--- config.mk ---
export PLATFORM = sky130hd
export DESIGN_NAME = bomb_detonator
export DESIGN_NICKNAME = d
export VERILOG_FILES = /design/src/rtl/bomb_detonator.sv
export SDC_FILE = /design/constraint.sdc
export NUM_CORES = 1
export LEC_CHECK = 0
export ABC_CLOCK_PERIOD_IN_PS = 3540
export BUFFER_PORTS_ARGS = -buffer_cell sky130_fd_sc_hd__buf_2
export CAP_MARGIN = 15
export CORE_UTILIZATION = 49
export CTS_CLUSTER_DIAMETER = 60
export DETAILED_ROUTE_END_ITERATION = 12
export GPL_TIMING_DRIVEN = 0
export HOLD_SLACK_MARGIN = 0.03
export PLACE_DENSITY = 0.79
export SLEW_MARGIN = 20
export SYNTH_ARGS = -nofsm -noshare
export SYNTH_HDL_FRONTEND = slang
export SYNTH_SLANG_ARGS = --single-unit
--- constraint.sdc ---
create_clock -name clk -period 3.54 [get_ports clk]
set_input_delay 0 -clock clk [delete_from_list [all_inputs] [get_ports clk]]
set_output_delay 0 -clock clk [all_outputs]
set_load 0.1 [all_outputs]
--- src/rtl/bomb_detonator.sv ---
// bomb_detonator: captures a dropped bomb, counts its fuse down on game ticks,
// then grows a cross-shaped blast one cell per tick and reports player hits.
// Optional macro BOMB_QUEUE_EN adds a one-entry pending-bomb buffer.
module bomb_detonator #(
  parameter int unsigned COORD_W    = 6,
  parameter int unsigned FUSE_TICKS = 8,
  parameter int unsigned MAX_RADIUS = 3
) (
  input  logic               clk,
  input  logic               resetn,
  input  logic               tick,
  input  logic               bombEnable,
  input  logic [COORD_W-1:0] bombX,
  input  logic [COORD_W-1:0] bombY,
  input  logic [COORD_W-1:0] playerX,
  input  logic [COORD_W-1:0] playerY,
  output logic               bombAck,
  output logic               armed,
  output logic               blastActive,
  output logic [COORD_W-1:0] blastX,
  output logic [COORD_W-1:0] blastY,
  output logic [3:0]         blastRadius,
  output logic               playerHit,
  output logic               blastDone
);

  localparam int unsigned FUSE_W = 8;
  localparam int unsigned RAD_W  = 4;
  localparam int unsigned DIFF_W = COORD_W + 1;
  localparam int unsigned CMP_W  = (DIFF_W > RAD_W) ? DIFF_W : RAD_W;

  typedef enum logic [1:0] {
    ST_IDLE  = 2'd0,
    ST_ARMED = 2'd1,
    ST_BLAST = 2'd2,
    ST_DONE  = 2'd3
  } state_t;

  state_t             state_q, state_d;
  logic [FUSE_W-1:0]  fuse_q, fuse_d;
  logic [COORD_W-1:0] bx_q, bx_d, by_q, by_d;
  logic [RAD_W-1:0]   rad_q, rad_d;
  logic               ack_q, ack_d;
  logic               armed_q, armed_d;
  logic               active_q, active_d;
  logic               hit_q, hit_d;
  logic               done_q, done_d;

`ifdef BOMB_QUEUE_EN
  logic               pend_v_q, pend_v_d;
  logic [COORD_W-1:0] pend_x_q, pend_x_d, pend_y_q, pend_y_d;
  logic               q_take;
`endif

  logic [DIFF_W-1:0]  dx_raw, dy_raw, dx_abs, dy_abs;
  logic               on_col, on_row;

  // Absolute distances in one extra bit so edge bombs never alias across the map
  always_comb begin
    dx_raw = DIFF_W'(playerX) - DIFF_W'(bx_q);
    dy_raw = DIFF_W'(playerY) - DIFF_W'(by_q);
    dx_abs = dx_raw[DIFF_W-1] ? (DIFF_W'(0) - dx_raw) : dx_raw;
    dy_abs = dy_raw[DIFF_W-1] ? (DIFF_W'(0) - dy_raw) : dy_raw;
    on_col = (playerX == bx_q) && (CMP_W'(dy_abs) <= CMP_W'(rad_q));
    on_row = (playerY == by_q) && (CMP_W'(dx_abs) <= CMP_W'(rad_q));
    hit_d  = active_q && (on_col || on_row);
  end

  // Next-state and next-output logic
  always_comb begin
    state_d = state_q;
    fuse_d  = fuse_q;
    bx_d    = bx_q;
    by_d    = by_q;
    rad_d   = rad_q;
    ack_d   = 1'b0;
`ifdef BOMB_QUEUE_EN
    pend_v_d = pend_v_q;
    pend_x_d = pend_x_q;
    pend_y_d = pend_y_q;
    // The request visible during an ack cycle is the one just acknowledged
    q_take   = (state_q != ST_IDLE) && bombEnable && !pend_v_q && !ack_q;
`endif

    case (state_q)
      ST_IDLE: begin
        if (bombEnable) begin
          bx_d    = bombX;
          by_d    = bombY;
          fuse_d  = FUSE_W'(FUSE_TICKS - 1);
          ack_d   = 1'b1;
          state_d = ST_ARMED;
        end
      end
      ST_ARMED: begin
        if (tick) begin
          if (fuse_q == '0) begin
            rad_d   = '0;
            state_d = ST_BLAST;
          end else begin
            fuse_d = fuse_q - FUSE_W'(1);
          end
        end
      end
      ST_BLAST: begin
        if (tick) begin
          if (rad_q == RAD_W'(MAX_RADIUS)) begin
            rad_d   = '0;
            state_d = ST_DONE;
          end else begin
            rad_d = rad_q + RAD_W'(1);
          end
        end
      end
      ST_DONE: begin
        state_d = ST_IDLE;
`ifdef BOMB_QUEUE_EN
        if (pend_v_q) begin
          bx_d     = pend_x_q;
          by_d     = pend_y_q;
          fuse_d   = FUSE_W'(FUSE_TICKS - 1);
          pend_v_d = 1'b0;
          state_d  = ST_ARMED;
        end else if (q_take) begin
          bx_d    = bombX;
          by_d    = bombY;
          fuse_d  = FUSE_W'(FUSE_TICKS - 1);
          ack_d   = 1'b1;
          state_d = ST_ARMED;
        end
`endif
      end
      default: state_d = ST_IDLE;
    endcase

`ifdef BOMB_QUEUE_EN
    // Park a request that arrives while busy
    if (q_take && (state_q != ST_DONE)) begin
      pend_v_d = 1'b1;
      pend_x_d = bombX;
      pend_y_d = bombY;
      ack_d    = 1'b1;
    end
`endif

    armed_d  = (state_d == ST_ARMED);
    active_d = (state_d == ST_BLAST);
    done_d   = (state_d == ST_DONE);
  end

  // State and registered outputs
  always_ff @(posedge clk or negedge resetn) begin
    if (!resetn) begin
      state_q  <= ST_IDLE;
      fuse_q   <= '0;
      bx_q     <= '0;
      by_q     <= '0;
      rad_q    <= '0;
      ack_q    <= 1'b0;
      armed_q  <= 1'b0;
      active_q <= 1'b0;
      hit_q    <= 1'b0;
      done_q   <= 1'b0;
    end else begin
      state_q  <= state_d;
      fuse_q   <= fuse_d;
      bx_q     <= bx_d;
      by_q     <= by_d;
      rad_q    <= rad_d;
      ack_q    <= ack_d;
      armed_q  <= armed_d;
      active_q <= active_d;
      hit_q    <= hit_d;
      done_q   <= done_d;
    end
  end

`ifdef BOMB_QUEUE_EN
  // Pending-bomb buffer
  always_ff @(posedge clk or negedge resetn) begin
    if (!resetn) begin
      pend_v_q <= 1'b0;
      pend_x_q <= '0;
      pend_y_q <= '0;
    end else begin
      pend_v_q <= pend_v_d;
      pend_x_q <= pend_x_d;
      pend_y_q <= pend_y_d;
    end
  end
`endif

  assign bombAck     = ack_q;
  assign armed       = armed_q;
  assign blastActive = active_q;
  assign blastX      = bx_q;
  assign blastY      = by_q;
  assign blastRadius = rad_q;
  assign playerHit   = hit_q;
  assign blastDone   = done_q;

endmodule

==> flow_summary.yaml <==
grt:
  grt_max_degree: 32
  overflow: 0
  track_usage_pct: 23.2
  antenna_found_initial: 0
  grt_pass1_vias: 1950
  grt_pass1_wl_um: 8890
cts:
  clkTransAtPathRegs_ns: 0.07
  cts_made_buffers: 5
  clock-sinks: 31
  cts_tree: "done"
  clockBufferDepth: 2
  cts_htree_levels: 2
  clockRootBuffer: "clkbuf_8"
  worstSkewPairLatency_ns: 0.29
status:
  outcome: "complete, but fails checks"
  violations: "setup timing"
logic_synthesis:
  synth.distinct_cells: 45
  synth_async_sr_flop_share_pct: 100
  synth_area_um2: 2220
  netlist_instances: 253
  ys_seq_area_share_pct: 34.9
  synth_ff_type: "dfrtp_1"
  synth_seq_cells: 31
  synth.avg_cell_area_um2: 8.78
  ys_warn_count: 0
  synth_edf_count: 0
  syn_nets: 307
critical_path:
  crit_path_frequent_cell: "a21o_1"
  slowest_delay_ns: 0.50
  worst-path-buf-inv: 0
  critical-path-slowest-cell: "dfrtp_4"
  required_ns: 3.77
  end_kind: "flop"
  crit_family: "compound AO/OA/AOI/OAI gates"
  crit_type: "reg2reg"
  crit_chain: "ha_4 -> fa_2 -> nand2b_4 -> a21oi_4 -> a21o_1 -> a21o_1 -> a31oi_1 -> xor2_1 -> ha_1 -> a21oi_1 -> o21ai_1 -> a211o_1 -> or4b_1 -> o32ai_2 -> a31o_1"
  cp.arrival_ns: 3.78
  path_max_fanout: 4
  worst_setup_path_start_kind: "flop"
drt:
  first_iter_violations: 99
  wl_um: 5210
  wl_per_cell_um: 13.8
  via_per_inst: 5.54
  drc: 0
  via_count: 2101
  ant_nets: 0
  drtPass1Iterations: 4
timing:
  rsz0062_at_grt: "true"
  relSlewSlack_pct: 52.4
  fmax_mhz: 282
  worst_slew_pin_slew_ns: 0.714
  hold_ws_ns: 0.0483
  drv_slew: 0
  fin_ws_ns: -0.00664
  post-route-period-util_pct: 100
  finalSetupViolations: 1
  fin_crit_ns: 3.55
  skew_ns: 0.00903
  finalHoldViolCount: 0
min_path:
  min_path_type: "in2reg"
die:
  io_pins: 49
  fp.dieW_um: 69.3
  rows: 24
  die_area_um2: 4810
  die_y_um: 69.3
  start_util_pct: 51.0
  core-area_um2: 4350
placement:
  io_buffers: 48
  routabilityCongestion: 0.857
  dp_slack_ns: -0.0270
  place_hpwl_um: 3870
final_layout:
  area_growth_pct: 28.1
  final_layout_size_suffix_gt1_share_pct: 24.2
  fillCellCount: 348
  mostFrequentLayoutCell: "buf_2"
  final_nets: 380
  diodes: 0
  final_core_util_pct: 65.3
  mostFrequentLayoutCells: "buf_2 (49), nand2_1 (26), dfrtp_1 (26)"
run:
  cap_violations: 0
## metal layers
layer	wire (um)	vias up	part of all wire, %	GRT usage, %
met4	69	0	1.3	6.80
met2	2480	52	48	38.0
li1	-	1032	-	-
met5	0	-	0	0
met1	2410	1008	46	30.8
met3	256	9	4.9	4.94
## state kept, by name, summed over array words and instances (netlist names)
register and count:
fuse_q 8, blastX 6, blastY 6, blastRadius 4, state_q 2, armed 1
blastActive 1, blastDone 1, bombAck 1, playerHit 1
## synth_stat cells, types with 4 or more instances
master	instances	area share (%)
a21o_1	4	1.4
xor2_1	6	2.4
nand4_1	7	2.0
nand2_1	26	4.4
mux2_2	4	2.0
o21ai_0	26	5.9
ha_1	24	14
nor2_1	22	3.7
xnor2_1	9	3.5
a21oi_1	12	2.7
nand3_1	7	1.6
dfrtp_1	31	35
inv_1	24	4.1
nand2b_1	7	2.0
## worst register-to-register path, cell delays in order, from the launching register on
cell and delay (ns):
dfrtp_4 0.50, ha_4 0.17, fa_2 0.35, nand2b_4 0.18, a21oi_4 0.15, a21o_1 0.13, a21o_1 0.19, a31oi_1 0.07
xor2_1 0.18, ha_1 0.33, a21oi_1 0.14, o21ai_1 0.08, a211o_1 0.31, or4b_1 0.49, o32ai_2 0.11, a31o_1 0.13
## worst paths after layout
kind | from | to | slack [ns] | cells past startpoint
setup / recovery | blastY[0] | playerHit | -0.007 | 15
hold / removal | bombEnable | armed | 0.05 | 3
setup reg to reg | blastY[0] | playerHit | -0.007 | 15
hold reg to reg | fuse_q[0] | fuse_q[0] | 0.52 | 1
max in group asynchronous | resetn | blastY[0] | 2.71 | 2
min in group asynchronous | resetn | blastRadius[0] | 0.29 | 2
## per-stage QoR
stage               instances  setup TNS [ns]  instance area [um2]
global placement          353               0                 2550
global route              379          -0.145                 2850
CTS                       377               0                 2830
floorplan                 253               0                 2250
detailed placement        353         -0.0270                 2550
finish                    379        -0.00664                 2850
## what timing repair did
| action | CTS | global route |
|---|---|---|
| setup buffers | 2 | 2 |
| hold buffers | 14 | 0 |
| resized for setup | 1 | 1 |
| setup endpoints to repair | 1 | 1 |
| endpoints found under the hold margin | 44 | 0 |
| pin swaps | 0 | 3 |
## area by class of cell
class	count	area, um2	share of cell area (%)
plain buffers	4	16.3	0.572
clock buffers	5	68.8	2.42
flip-flops and latches	31	785	27.6
inverters	24	90.1	3.17
well taps	52	65.1	2.29
repair buffers	66	410	14.4
clock inverters	3	43.8	1.54
multi-input cells	194	1370	48.0
## kinds of logic (layout without fill, tap and decap cells)
kind of cell / count (synthesis) / after routing / share of synthesized area [%]
adders and majority gates: 26 / 26 / 15.3
DFF: 31 / 31 / 34.9
AOI/OAI and AO/OA: 61 / 61 / 17.1
buffers and inverters: 28 / 102 / 4.79
muxes: 6 / 6 / 2.93
and+or+nand+nor: 86 / 86 / 19.0
xor gates and xnor gates: 15 / 15 / 5.92
Power is not shown: default switching activity piles up to over one toggle a cycle in this logic, so the estimate is an artifact.
